**src/rtl/ika2151_dacout.sv**
```systemverilog
// -----------------------------------------------------------------------------
// ika2151_dacout
//
// Serial DAC output stage. Once per 32-slot frame the signed 16-bit left and
// right accumulator sums are sampled, converted to the YM3012-style float
// format (10-bit mantissa, 3-bit exponent, 3 zero pad bits at the bottom) and
// shifted out LSB-first on one serial line, right word first.
//
// Every register advances only on posedge i_EMUCLK while i_phi1_NCEN_n is low.
//
// Optional feature macro: IKA2151_DACOUT_LINEAR_EN
//   When defined, o_LIN_L / o_LIN_R expose the signed value the DAC will
//   reconstruct from each float word. When undefined, those ports and their
//   registers are absent and the serial behaviour is unchanged.
//
// Ports
//   i_EMUCLK       in   1  emulator master clock
//   i_MRST_n       in   1  asynchronous active-low reset
//   i_phi1_NCEN_n  in   1  phi1 negative-edge clock enable, active low
//   i_CYCLE_31     in   1  frame sync pulse (one enabled cycle in 32)
//   i_ACC_L        in  16  signed left accumulator sum
//   i_ACC_R        in  16  signed right accumulator sum
//   o_SO           out  1  serial data, bit 0 of the shift register
//   o_LIN_L        out 16  reconstructed left value (LINEAR_EN only)
//   o_LIN_R        out 16  reconstructed right value (LINEAR_EN only)
//   o_SYNC_ERR     out  1  sticky frame-sync error flag
// -----------------------------------------------------------------------------
module ika2151_dacout (
    input  logic        i_EMUCLK,
    input  logic        i_MRST_n,
    input  logic        i_phi1_NCEN_n,
    input  logic        i_CYCLE_31,
    input  logic [15:0] i_ACC_L,
    input  logic [15:0] i_ACC_R,
    output logic        o_SO,
`ifdef IKA2151_DACOUT_LINEAR_EN
    output logic [15:0] o_LIN_L,
    output logic [15:0] o_LIN_R,
`endif
    output logic        o_SYNC_ERR
);

    typedef enum logic [0:0] {
        ST_UNSYNC  = 1'b0,
        ST_RUNNING = 1'b1
    } state_t;

    // -------------------------------------------------------------------------
    // Float conversion helpers
    // -------------------------------------------------------------------------

    // Smallest exponent e in 1..7 for which v[15:8+e] are all copies of the
    // sign bit. diff_s[i] flags a disagreement between v[9+i] and the sign.
    function automatic logic [2:0] float_exp(input logic [15:0] v);
        logic [5:0] diff_s;
        logic [2:0] e_s;
        diff_s = v[14:9] ^ {6{v[15]}};
        if (diff_s[5:0] == 6'd0) begin
            e_s = 3'd1;
        end else if (diff_s[5:1] == 5'd0) begin
            e_s = 3'd2;
        end else if (diff_s[5:2] == 4'd0) begin
            e_s = 3'd3;
        end else if (diff_s[5:3] == 3'd0) begin
            e_s = 3'd4;
        end else if (diff_s[5:4] == 2'd0) begin
            e_s = 3'd5;
        end else if (diff_s[5] == 1'b0) begin
            e_s = 3'd6;
        end else begin
            e_s = 3'd7;
        end
        return e_s;
    endfunction

    // Mantissa is the 10-bit window v[8+e:e-1].
    function automatic logic [9:0] float_mant(input logic [15:0] v,
                                              input logic [2:0]  e);
        logic [9:0] m_s;
        case (e)
            3'd1:    m_s = v[9:0];
            3'd2:    m_s = v[10:1];
            3'd3:    m_s = v[11:2];
            3'd4:    m_s = v[12:3];
            3'd5:    m_s = v[13:4];
            3'd6:    m_s = v[14:5];
            3'd7:    m_s = v[15:6];
            default: m_s = v[9:0];
        endcase
        return m_s;
    endfunction

    // Serial word: exponent on top, mantissa, three zero pad bits at the LSBs.
    function automatic logic [15:0] float_word(input logic [15:0] v);
        logic [2:0] e_s;
        e_s = float_exp(v);
        return {e_s, float_mant(v, e_s), 3'b000};
    endfunction

`ifdef IKA2151_DACOUT_LINEAR_EN
    // Value the DAC reconstructs: sign-extended mantissa scaled by 2^(exp-1).
    // The mantissa window always fits in 16 bits after the shift.
    function automatic logic [15:0] float_lin(input logic [15:0] word);
        logic [15:0] ext_s;
        logic [2:0]  e_s;
        e_s   = word[15:13];
        ext_s = {{6{word[12]}}, word[12:3]};
        return ext_s << (e_s - 3'd1);
    endfunction
`endif

    // -------------------------------------------------------------------------
    // State
    // -------------------------------------------------------------------------
    state_t      state_q, state_d;
    logic [4:0]  slot_q,  slot_d;
    logic [31:0] sr_q,    sr_d;
    logic        err_q,   err_d;
    logic [15:0] word_l_s;
    logic [15:0] word_r_s;
    logic        ce_s;
`ifdef IKA2151_DACOUT_LINEAR_EN
    logic [15:0] lin_l_q, lin_l_d;
    logic [15:0] lin_r_q, lin_r_d;
`endif

    assign ce_s = ~i_phi1_NCEN_n;

    // Float words are formed combinationally from the live accumulator sums;
    // they are only captured on the sync edge.
    always_comb begin
        word_l_s = float_word(i_ACC_L);
        word_r_s = float_word(i_ACC_R);
    end

    // Next-state logic: frame reload on sync, otherwise shift and count slots.
    always_comb begin
        state_d = state_q;
        slot_d  = slot_q;
        sr_d    = sr_q;
        err_d   = err_q;
`ifdef IKA2151_DACOUT_LINEAR_EN
        lin_l_d = lin_l_q;
        lin_r_d = lin_r_q;
`endif
        if (ce_s) begin
            if (i_CYCLE_31) begin
                // Right word sits in the low half so it leaves first.
                sr_d    = {word_l_s, word_r_s};
                slot_d  = 5'd0;
                state_d = ST_RUNNING;
`ifdef IKA2151_DACOUT_LINEAR_EN
                lin_l_d = float_lin(word_l_s);
                lin_r_d = float_lin(word_r_s);
`endif
                case (state_q)
                    // Early sync truncates the running frame.
                    ST_RUNNING: begin
                        if (slot_q != 5'd31) begin
                            err_d = 1'b1;
                        end else begin
                            err_d = err_q;
                        end
                    end
                    ST_UNSYNC: err_d = err_q;
                    default:   err_d = 1'b1;
                endcase
            end else begin
                sr_d   = {1'b0, sr_q[31:1]};
                slot_d = slot_q + 5'd1;
                case (state_q)
                    // Slot 31 passed without a sync: frame lock is lost.
                    ST_RUNNING: begin
                        if (slot_q == 5'd31) begin
                            state_d = ST_UNSYNC;
                            err_d   = 1'b1;
                        end else begin
                            state_d = ST_RUNNING;
                        end
                    end
                    ST_UNSYNC: state_d = ST_UNSYNC;
                    default: begin
                        state_d = ST_UNSYNC;
                        err_d   = 1'b1;
                    end
                endcase
            end
        end else begin
            state_d = state_q;
        end
    end

    // State registers with asynchronous active-low reset.
    always_ff @(posedge i_EMUCLK or negedge i_MRST_n) begin
        if (!i_MRST_n) begin
            state_q <= ST_UNSYNC;
            slot_q  <= 5'd0;
            sr_q    <= 32'd0;
            err_q   <= 1'b0;
`ifdef IKA2151_DACOUT_LINEAR_EN
            lin_l_q <= 16'd0;
            lin_r_q <= 16'd0;
`endif
        end else begin
            state_q <= state_d;
            slot_q  <= slot_d;
            sr_q    <= sr_d;
            err_q   <= err_d;
`ifdef IKA2151_DACOUT_LINEAR_EN
            lin_l_q <= lin_l_d;
            lin_r_q <= lin_r_d;
`endif
        end
    end

    assign o_SO       = sr_q[0];
    assign o_SYNC_ERR = err_q;
`ifdef IKA2151_DACOUT_LINEAR_EN
    assign o_LIN_L    = lin_l_q;
    assign o_LIN_R    = lin_r_q;
`endif

endmodule

```
**config.mk**
```make
export PLATFORM = sky130hd
export DESIGN_NAME = ika2151_dacout
export DESIGN_NICKNAME = d
export VERILOG_FILES = /design/src/rtl/ika2151_dacout.sv
export SDC_FILE = /design/constraint.sdc
export NUM_CORES = 1
export LEC_CHECK = 0
export ABC_AREA = 1
export CAP_MARGIN = 15
export CORE_UTILIZATION = 53
export DETAILED_ROUTE_END_ITERATION = 6
export MAX_ROUTING_LAYER = met4
export PLACE_DENSITY = 0.83
export SLEW_MARGIN = 40
export SYNTH_ARGS = -nofsm -noshare
export SYNTH_HDL_FRONTEND = slang
export SYNTH_SLANG_ARGS = --single-unit
```
**constraint.sdc**
```tcl
create_clock -name i_EMUCLK -period 2.5 [get_ports i_EMUCLK]
set_input_delay 0.375 -clock i_EMUCLK [delete_from_list [all_inputs] [get_ports i_EMUCLK]]
set_output_delay 0.375 -clock i_EMUCLK [all_outputs]
set_load 0.005 [all_outputs]
```
# After elaboration in Yosys (flattened, before gate mapping)
# Cells that the tools add are included.
dict set report word_totals {
  regBits 39
  latch_bits 0
  mem_bits_rw 0
  rom_bits 0
  word_cells 62
  memories 0
}
dict set report op_classes {
  add_sub_neg 1
  mul 0
  div 0
  n_lt_le_gt_ge 0
  n_eq_ne 16
  shifts 0
  n_mux 24
  n_bitwise 4
  reduce_logical 13
}
# op count
set op_table {}
lappend op_table {{$pmux 10 s6} 2}
lappend op_table {{$mux 32} 1}
lappend op_table {{$eq 3x3->1 const B} 8}
lappend op_table {{$mux 3} 6}
lappend op_table {{$eq 3x2->1 const B} 4}
lappend op_table {{$logic_not 6->1} 2}
lappend op_table {{$xor 6x6->6} 2}
lappend op_table {{$logic_not 5->1} 2}
lappend op_table {{$mux 1} 9}
lappend op_table {{$logic_not 4->1} 2}
lappend op_table {{$mux 2} 4}
lappend op_table {{$logic_not 3->1} 2}
lappend op_table {{$add 5x1->5 const B} 1}
lappend op_table {{$eq 5x5->1 const B} 1}
lappend op_table {{$mux 5} 1}
lappend op_table {{$ne 5x5->1 const B} 1}
lappend op_table {{$reduce_and 5->1} 1}
lappend op_table {{$logic_not 2->1} 2}
lappend op_table {{$reduce_bool 2->1} 2}
lappend op_table {{$ne 3x2->1 const B} 1}
lappend op_table {{$ne 2x2->1 const B} 1}
lappend op_table {{$not 1->1} 2}
lappend op_table {{$pmux 1 s2} 1}

# Depth between registers and ports, before layout
# Gate-level depths: netlist (run 1).
dict set report logic_depth {
  ltp_word 10
  depth_mapped 15
  depth_no_buf 14
}

# Worst setup path after synthesis (run 1)
# No wires, ideal clock.
dict set report synth_path {
  path_kind {in2reg}
  from {input port i_ACC_R[15]}
  to {register sr_q[7]}
  setup_time_ns 0.121
  arrival_ns 1.495
  slack_ns 0.883
  path_stages 14
  n_path_buf 1
  cell_sequence {buf_6 > inv_6 > nand2_1 > nand2_4 > nor2_4 > nand3_1 > nand2_4 > nand2_4 > nand3_1 > nand2_1 > nor2_1 > nand2_1 > nand2_1 > nand2_1}
}
dict set report synth_via {
  elab_chain_len 10
  word_cells_on_any_way 20
  cone_classes {eq/ne: 6; mux: 8; bitwise: 1; reduce/logical: 5}
}
# item line
set synth_rtl {}
lappend synth_rtl {{from (decl)} 34} ;# input logic [15:0] i_ACC_R,
lappend synth_rtl {{$xor 6x6->6 (*)} 57} ;# diff_s = v[14:9] ^ {6{v[15]}};
lappend synth_rtl {{$mux 1 / $logic_not 2->1 (equally long branches)} {68, 66}}
lappend synth_rtl {{$mux 2} 66} ;# end else if (diff_s[5:4] == 2'd0) begin
lappend synth_rtl {{$mux 2} 64} ;# end else if (diff_s[5:3] == 3'd0) begin
lappend synth_rtl {{$mux 3} 62} ;# end else if (diff_s[5:2] == 4'd0) begin
lappend synth_rtl {{$mux 3} 60} ;# end else if (diff_s[5:1] == 5'd0) begin
lappend synth_rtl {{$mux 3 (*)} 58} ;# if (diff_s[5:0] == 6'd0) begin
lappend synth_rtl {{$eq 3x3->1 / $eq 3x2->1 (equally long branches)} 80} ;# case (e)
lappend synth_rtl {{$pmux 10 s6 (*)} 80}
lappend synth_rtl {{$mux 32 (*)} 147} ;# if (i_CYCLE_31) begin
lappend synth_rtl {{to (signal assigned)} 207} ;# sr_q <= sr_d;
lappend synth_rtl {{to (decl)} 117} ;# logic [31:0] sr_q, sr_d;
# Every way passes the cells marked *; elsewhere a longest branch is shown, timed or not.
# A chain may end at the register's enable or synchronous reset.

# Worst setup path after layout (run 1)
dict set report layout_path {
  from {input port i_ACC_R[15]}
  to {register sr_q[4]}
}
# The elaborated chain is that of the path after synthesis.

==> reports/metrics.cfg, run 1 <==
[clocking]
postCtsSetupRepairBufs = 0
tritoncts = done
htree_levels = 2
cts_buffers = 5
cts.root.buffer_cell = clkbuf_8
clk_latency_ns = 0.30
clock-sinks = 39
path_clk_slew_ns = 0.08
clk_path_buf_depth = 2
hold_buffers = 0
ctsResizeCount = 0

[global_route]
grt_max_degree = 40
antenna_found_initial = 0
grt_overflow = 0
grt_pass1_vias = 2944
track_usage_pct = 29.4
grt_pass1_wl_mm = 13.8

[timing]
final.setup.tns_ns = 0
finalSetupViolations = 0
worstMarginPinSlew_ns = 0.479
worst_slack_ns = 0.326
finalHoldViolations = 0
whs_ns = 0.0304
slew_headroom_pct = 68.0
rsz0062_at_grt = false
finalMaxSlewViolations = 0
period_needed_ns = 2.17
finClkSkew_ns = 0.00927
fin_crit_sh_pct = 87.0
max_freq_mhz = 460

[yosys]
yosysTopAreaCellShare_pct = 32.3
synthAdderAreaFrac_pct = 0.829
synth_mux_area_share_pct = 0
synth-xor-area-share_pct = 2.20
ys_warn_count = 0
ys_types = 42
postSynthAreaPerCell_um2 = 6.80
ys_ff_latch = 39
ys_seq_area_share_pct = 32.3
synth_compound_gate_area_share_pct = 18.4
synth_top_family_by_area = simple AND/OR/NAND/NOR gates
syn_inst = 444
synth_area_leader_cell = dfrtp_1
synth_area_um2 = 3020
yosys.area_share.simple_pct = 36.1
synthTopCellsByArea = dfrtp_1 (32%), nand2_1 (11%), nor2_1 (7.2%)
syn-num-nets = 482

[place]
io_buffers = 37
dp_slack_ns = 0.0717
dp.final_hpwl_mm = 5.84
globalplace.congestion = 1.00

[power]
power.leakage_uw = 0.00174
power-per-cell-area_nw_per_um2 = 504
power.total_uw = 1850
ir_drop_uv = 306

[die]
dieArea_um2 = 6000
die_x_um = 77.5
start_util_pct = 54.8
rows = 27
core_area_um2 = 5510
die_h_um = 77.5
ios = 38

[drt]
post-route-drc-count = 0
wirelength_mm = 7.97
num_vias = 3184
ant_nets = 0
first_iter_violations = 175
first_pass_iters = 5
vias_per_cell = 5.64
wl_per_cell_um = 14.1

[setup_path]
crit_required_ns = 2.69
critPathKind = input port to flip-flop
crit_path_max_incr_delay_ns = 0.46
cp_slowest_cell = clkdlybuf4s50_1
path_delay_family = simple AND/OR/NAND/NOR gates
start_kind = input port
crit_top_cell = nand2_1
worstPathArrival_ns = 2.36
critPathMaxFanout = 10
cp-end-kind = flip-flop
cp_cell_sequence = clkdlybuf4s50_1 > buf_4 > inv_6 > nand2_1 > nand2_2 > buf_4 > inv_2 > nand3_1 > nand2_4 > nand2_4 > nand3_1 > nand2_1 > nor2_1 > nand2_1 > nand2_1 > nand2_1
crit_buf_inv = 5

[hold_path]
hold_path.class = input port to asynchronous set/reset pin

[final_layout]
multi_input_area_um2 = 1740
antenna_cells = 0
final_nets = 530
area_growth_pct = 21.4
final_cell_mix = nand2_1 (90), nor2_1 (58), inv_1 (46)
final_common_cell = nand2_1
nFillCells = 494
seqCellArea_um2 = 976
drive_gt1_share_pct = 12.8
finish.utilization_pct = 66.6

[outcome]
status = completed

[run]
maxCapViolCount = 0

==> worst register-to-register path, stage by stage, from the launching register on <==
cell     delay [ns]
dfrtp_1        0.39
ha_1           0.21
inv_1          0.07
nor3_1         0.05
ha_1           0.20
xor2_1         0.15
a31o_2         0.20
==> cells in the mapped netlist (all sizes together) <==
cell type  count
a31oi          1
o21ai         34
a31o           1
o22ai         11
xor2           3
dfrtp         39
nand2        100
o221ai         1
a22o           2
clkbuf         9
o31ai          1
o211ai         4
xnor2          2
o311ai         1
nand4         23
nor2          63
clkinv         1
a22oi         16
nand3         40
ha             2
inv           56
buf            6
or2            3
a21oi         21
nor3           4
==> logic make-up after synthesis <==
family	after synthesis
and+or+nand+nor	233
xor gates and xnor gates	5
AOI/OAI and AO/OA	93
adders and majority gates	2
DFF	39
buffers and inverters	72
==> worst paths after layout <==
kind / startpoint / to / slack [ns] / depth (start not counted)
max reg2reg: slot_q[0] / o_SYNC_ERR / 1.13 / 6
max in group asynchronous: i_MRST_n / sr_q[5] / 2.12 / 1
max: i_ACC_R[15] / sr_q[4] / 0.33 / 16
min in group i_EMUCLK: sr_q[27] / sr_q[27] / 0.48 / 2
min reg2reg: sr_q[27] / sr_q[27] / 0.48 / 2
min: i_MRST_n / sr_q[23] / 0.03 / 1
==> metal layers <==
| layer | share of wire (%) | track usage, % |
|---|---|---|
| met1 | 48 | 42.3 |
| met2 | 45 | 43.2 |
| met3 | 6.6 | 3.76 |
| met4 | 1.2 | 8.30 |
| met5 | 0 | - |
==> where the power goes <==
part	internal (uW)	total (uW)	switching (uW)	leakage, uW
clock	323	543	220	0.0000612
combinational	218	537	319	0.00119
sequential	717	765	47.4	0.000488
==> stage by stage <==
step | std cells | area, um^2
6_report | 565 | 3660
5_1_grt | 565 | 3660
4_1_cts | 565 | 3660
3_5_place_dp | 557 | 3540
3_3_place_gp | 557 | 3540
2_1_floorplan | 444 | 3020
==> state kept, by name, summed over array words and instances, names as in the netlist <==
name	count
o_SYNC_ERR	1
slot_q	5
sr_q	32
state_q	1
==> area by class of cell <==
cell class | instances | area share [%]
multi-input combinational | 333 | 47.4
sequential | 39 | 26.6
timing repair buffer | 56 | 14.3
inverter | 57 | 6.04
tap | 72 | 2.46
clock buffer | 6 | 2.25
clock inverter | 2 | 0.956
No activity file was read; power rests on OpenSTA's default activity.
==> run 2, diff against run 1 <==
--- a/config.mk
+++ b/config.mk
@@ -10,7 +10,7 @@
 export CORE_UTILIZATION = 53
 export DETAILED_ROUTE_END_ITERATION = 6
 export MAX_ROUTING_LAYER = met4
-export PLACE_DENSITY = 0.83
+export PLACE_DENSITY = 0.8
 export SLEW_MARGIN = 40
 export SYNTH_ARGS = -nofsm -noshare
 export SYNTH_HDL_FRONTEND = slang
==> run 2 against run 1 <==
  * Clock power is 13% higher
  * Global-route usage hardly changed
  * Die area stayed put
  * Largest power group unchanged
  * Highest routed layer unchanged
  * Maximum frequency is 2.6% higher
==> reports/metrics.cfg, run 2 (same netlist as run 1, synthesis figures left out) <==
[drt]
ant_nets = 0  ; unchanged
first_pass_iters = 5  ; unchanged
vias_per_cell = 5.72  ; +1.6%
wl_per_cell_um = 14.2  ; +0.39%
post-route-drc-count = 0  ; unchanged
wirelength_mm = 8.01  ; +0.56%
first_iter_violations = 275  ; +57%
num_vias = 3240  ; +1.8%

[die]
dieArea_um2 = 6000  ; unchanged
rows = 27  ; unchanged
core_area_um2 = 5510  ; unchanged
die_h_um = 77.5  ; unchanged
start_util_pct = 54.8  ; unchanged
ios = 38  ; unchanged
die_x_um = 77.5  ; unchanged

[timing]
finClkSkew_ns = 0.00748  ; -0.00179 ns
rsz0062_at_grt = false
finalHoldViolations = 0  ; unchanged
final.setup.tns_ns = 0  ; unchanged
finalMaxSlewViolations = 0  ; unchanged
fin_crit_sh_pct = 84.8  ; -2.2 points
worstMarginPinSlew_ns = 0.483  ; +0.00398 ns
slew_headroom_pct = 67.8  ; -0.27 points
period_needed_ns = 2.12  ; -0.0545 ns
finalSetupViolations = 0  ; unchanged
max_freq_mhz = 472  ; +2.6%

[global_route]
met1_usage_pct = 42.4  ; +0.11 points
grt_pass1_vias = 2890  ; -1.8%
met3_usage_pct = 2.94  ; -0.82 points
grt_max_degree = 40  ; unchanged
antenna_found_initial = 0  ; unchanged
track_usage_pct = 29.3  ; about the same
grt_overflow = 0  ; unchanged
use_met2_pct = 44.2  ; +0.97 points
grt_busiest_layer = met2
grt_pass1_wl_mm = 13.8  ; -0.55%

[setup_path]
start_kind = input port
critPathKind = input port to flip-flop
critPathMaxFanout = 16  ; +6
cp-end-kind = flip-flop
worstPathArrival_ns = 2.29  ; -0.07 ns
crit_required_ns = 2.67  ; -0.02 ns

[final_layout]
regMostFlops = sr_q
final_area_um2 = 3670  ; +0.27%
antenna_cells = 0  ; unchanged
finish.utilization_pct = 66.7  ; +0.18 points
final_common_cell = nand2_1
drive_gt1_share_pct = 12.8  ; -0.026 points
final_cell_mix = nand2_1 (90), nor2_1 (58), inv_1 (46)
final_nets = 531  ; +0.19%
largest_reg_flops = 32  ; unchanged
area_growth_pct = 21.7
top_regs = sr_q: 32 flops, slot_q: 5 flops

[clocking]
cts_buffers = 5  ; unchanged
htree_levels = 2  ; unchanged
clock-sinks = 39  ; unchanged
clk_path_buf_depth = 2  ; unchanged
postCtsSetupRepairBufs = 0  ; unchanged
cts.root.buffer_cell = clkbuf_8
ctsResizeCount = 0  ; unchanged
path_clk_slew_ns = 0.08  ; about the same
clk_latency_ns = 0.29  ; about the same
hold_buffers = 0  ; unchanged
tritoncts = done

[place]
io_buffers = 37  ; unchanged
dp.final_hpwl_mm = 6.03  ; +3.2%
placed_area_um2 = 3540  ; -0.14%
globalplace.congestion = 0.989  ; -1.1%

[outcome]
status = completed

[run]
maxCapViolCount = 0  ; unchanged

[power]
ir_drop_uv = 327  ; +6.6%
power.leakage_uw = 0.00175  ; +0.33%
power-per-cell-area_nw_per_um2 = 522  ; +3.7%

[hold_path]
hold_path.class = input port to asynchronous set/reset pin

-- run 2: cell type report --
| class | count | area [um^2] |
|---|---|---|
| Fill cell | 480 | 1830 |
| Sequential cell | 39 | 976 |
| Timing Repair Buffer | 57 | 518 |
| Tap cell | 72 | 90.1 |
| Multi-Input combinational cell | 333 | 1740 |
| Inverter | 57 | 221 |
| Clock buffer | 6 | 72.6 |
| Clock inverter | 2 | 60.1 |
-- run 2: routing by layer --
layer / routed length [um] / share of wire, %
met1: 3750 / 47
met2: 3660 / 46
met4: 79 / 0.99
met5: 0 / 0
met3: 519 / 6.5
-- run 2: final timing paths --
| kind | start | endpoint | slack [ns] | cells past startpoint |
|---|---|---|---|---|
| worst max-delay path | i_ACC_R[15] | sr_q[11] | 0.38 | 13 |
| worst min-delay path | i_MRST_n | state_q | 0.03 | 1 |
| worst max register to register | slot_q[1] | o_SYNC_ERR | 1.07 | 6 |
| worst min register to register | o_SYNC_ERR | o_SYNC_ERR | 0.47 | 1 |
| max in group asynchronous | i_MRST_n | sr_q[5] | 2.12 | 1 |
| min in group i_EMUCLK | o_SYNC_ERR | o_SYNC_ERR | 0.47 | 1 |
-- run 2: power by group --
part,switching (uW),internal [uW]
registers,48.4,718
logic,321,217
clock network,216,399
total,585,1330
-- run 2: critical path, cell delays in order --
cell             delay [ns]
clkdlybuf4s50_1        0.47
buf_4                  0.13
inv_6                  0.05
nand2_1                0.09
nand2_4                0.10
nor2_4                 0.15
nand3_2                0.31
nand2_4                0.26
nand3_1                0.09
nand3_1                0.09
nor2_1                 0.06
nand2_1                0.06
nand2_1                0.05
-- run 2: stage by stage --
stage	worst slack [ns]	power [uW]	hold WS, ns	std cells
floorplan	0.883	1100	0.0794	444
global placement	0.121	1290	0.454	558
detailed placement	0.0910	1300	0.459	558
CTS	0.395	1920	0.209	566
global route	0.192	2020	0.0748	566
finish	0.381	1920	0.0275	566
==> run 3, diff against run 2 <==
--- a/config.mk
+++ b/config.mk
@@ -7,7 +7,7 @@
 export LEC_CHECK = 0
 export ABC_AREA = 1
 export CAP_MARGIN = 15
-export CORE_UTILIZATION = 53
+export CORE_UTILIZATION = 51
 export DETAILED_ROUTE_END_ITERATION = 6
 export MAX_ROUTING_LAYER = met4
 export PLACE_DENSITY = 0.8
==> constraint.sdc (replaced) <==
create_clock -name i_EMUCLK -period 1.77 [get_ports i_EMUCLK]
set_input_delay 0.2655 -clock i_EMUCLK [delete_from_list [all_inputs] [get_ports i_EMUCLK]]
set_output_delay 0.2655 -clock i_EMUCLK [all_outputs]
set_load 0.005 [all_outputs]
==> run 3 against run 2 <==
  * Combinational power rose by 82%
  * Total power is 47% higher
  * Critical endpoint is now sr_q[7]
  * Non-clock buffer count grew 55
  * Largest cell class unchanged
==> reports/metrics.cfg, run 3 (same netlist as run 1, synthesis figures left out) <==
[clocking]
hold_buffers = 0  ; unchanged
clk_path_buf_depth = 2  ; unchanged
cts.root.buffer_cell = clkbuf_8
tritoncts = done
clock-sinks = 39  ; unchanged
cts_buffers = 5  ; unchanged
htree_levels = 2  ; unchanged
clk_latency_ns = 0.29  ; about the same
path_clk_slew_ns = 0.08  ; about the same

[timing]
finalHoldViolations = 0  ; unchanged
worst_slack_ns = 0.0655  ; -0.315 ns
fin_crit_sh_pct = 96.3
whs_ns = 0.00979  ; -0.0177 ns
max_freq_mhz = 587
period_needed_ns = 1.70
worstMarginPinSlew_ns = 0.475  ; -0.00886 ns
slew_headroom_pct = 68.4  ; +0.59 points
finalSetupViolations = 0  ; unchanged
finClkSkew_ns = 0.00875  ; +0.00127 ns
finalMaxSlewViolations = 0  ; unchanged

[final_layout]
final_common_cell = nand2_1
final_area_um2 = 4330  ; +18%
regMostFlops = sr_q
top_regs = sr_q: 32 flops, slot_q: 5 flops
finish.utilization_pct = 77.3  ; +11 points
final_cell_mix = nand2_1 (85), buf_4 (68), nor2_1 (53)
multi_input_area_um2 = 1930  ; +11%
final_nets = 588  ; +11%
largest_reg_flops = 32  ; unchanged
seqCellArea_um2 = 976  ; unchanged
nFillCells = 408  ; -15%
area_growth_pct = 43.6
drive_gt1_share_pct = 26.5  ; +14 points
antenna_cells = 0  ; unchanged

[power]
p_sw_share_pct = 32.3  ; +1.8 points
clockPowerShare_pct = 27.0  ; -5.1 points
p_switching_uw = 914  ; +56%
p_comb_share_pct = 34.7  ; +6.7 points
power-per-cell-area_nw_per_um2 = 652  ; +25%
power_frac_seq_pct = 38.3  ; -1.6 points
power.total_uw = 2830  ; +47%
internal-power_uw = 1910  ; +43%
ir_drop_uv = 581  ; +78%
power.leakage_uw = 0.00212  ; +21%

[drt]
first_iter_violations = 276  ; +0.36%
first_pass_iters = 6  ; +1
post-route-drc-count = 0  ; unchanged
vias_per_cell = 5.62  ; -1.9%
wirelength_mm = 9.38  ; +17%
wl_per_cell_um = 15.1  ; +6.4%
num_vias = 3499  ; +8.0%
ant_nets = 0  ; unchanged

[hold_path]
hold_path.class = input port to asynchronous set/reset pin

[setup_path]
cp-end-kind = flip-flop
crit_required_ns = 1.95  ; -0.72 ns
start_kind = input port
crit_top_cell = nand2_1
reg2reg_slack_ns = 0.34  ; -0.73 ns
worstPathArrival_ns = 1.88  ; -0.41 ns
r2r_cells = 6  ; unchanged
critPathMaxFanout = 4  ; -12
r2r-start = slot_q[1]
cp-startpoint = i_ACC_R[9]
critPathKind = input port to flip-flop
worstSetupEndpoint = sr_q[7]
crit_path_max_incr_delay_ns = 0.49  ; +0.02 ns
rr_endpoint = o_SYNC_ERR
cp_slowest_cell = clkdlybuf4s50_1
cp_cell_sequence = clkdlybuf4s50_1 > xor2_2 > buf_4 > buf_4 > nand3_2 > inv_2 > nand2_1 > nand2_1 > nor2_2 > nand2_1 > nand2_1 > nand2_1

[global_route]
grt_pass1_vias = 3144  ; +8.8%
grt_overflow = 0  ; unchanged
grt_pass1_wl_mm = 14.5  ; +5.6%
track_usage_pct = 30.3  ; +0.92 points
antenna_found_initial = 0  ; unchanged
grt_max_degree = 40  ; unchanged

[die]
dieArea_um2 = 6230  ; +3.8%
ios = 38  ; unchanged
start_util_pct = 53.8  ; -0.99 points
rows = 27  ; unchanged
core_area_um2 = 5610  ; +1.8%
die_x_um = 78.9  ; +1.9%
die_h_um = 78.9  ; +1.9%

[place]
dp_slack_ns = -0.427  ; -0.518 ns
io_buffers = 37  ; unchanged
placed_area_um2 = 3870  ; +9.4%
dp.final_hpwl_mm = 6.52  ; +8.1%
globalplace.congestion = 0.958  ; -3.2%

[run]
maxCapViolCount = 0  ; unchanged

[outcome]
status = completed

==> run 3: cell count changes in the layout (fill, tap and decap cells not counted), sizes merged <==
cell           change
nand2              +1
clkinv             +1
nand3              +1
dlymetal6s2s       +5
bufinv             -1
dlygate4sd2        +3
buf               +55
clkdlybuf4s50      -8
==> run 3: per-stage QoR <==
stage               cells  TNS (ns)
finish                623         0
global route          623   -0.0738
CTS                   610         0
detailed placement    599     -7.17
global placement      599     -5.87
floorplan             444         0
==> run 3: metal layers <==
metal / wire (um) / share of wire (%) / global-route usage (%)
met1: 4060 / 43 / 41.4
met2: 4550 / 48 / 47.4
met3: 653 / 7.0 / 3.22
met4: 124 / 1.3 / 9.27
met5: 0 / 0 / -
==> run 3: critical path, delay by kind of cell <==
kind	cells	cell delay, ns
buffers and inverters	4	0.84
and+or+nand+nor	7	0.58
xor gates and xnor gates	1	0.22
==> run 3: worst min path at each step <==
stage | from | to | slack [ns] | cells past startpoint
final | i_MRST_n | sr_q[24] | 0.01 | 2
after global routing | i_MRST_n | sr_q[24] | 0.05 | 2
after CTS | i_MRST_n | sr_q[24] | 0.03 | 2
after detailed placement | i_MRST_n | sr_q[24] | 0.34 | 2
after global placement | i_MRST_n | sr_q[23] | 0.34 | 2
after floorplan | i_MRST_n | o_SYNC_ERR | -0.03 | 0
==> run 3: area by class of cell <==
| cell class | count | share of cell area, % |
|---|---|---|
| clock buffers | 6 | 1.91 |
| clock inverters | 2 | 0.808 |
| inverters | 57 | 5.23 |
| multi-input cells | 335 | 44.6 |
| flip-flops and latches | 39 | 22.5 |
| well taps | 72 | 2.08 |
| repair buffers | 112 | 22.8 |
==> run 3: timing repair <==
action / 4_1_cts / 5_1_grt
hold endpoints to repair: 0 / 0
gates resized for setup: 12 / 42
buffers inserted: 2 / 12
endpoints found under the setup margin: 11 / 21
pin swaps: 7 / 16
cloned: 1 / 1
==> run 3: power groups by stage <==
stage,clock (uW),sequential [uW],combinational [uW]
floorplan,0,1080,476
global placement,0,1090,821
detailed placement,0,1100,841
CTS,774,1080,876
global route,812,1090,1070
finish,764,1080,979
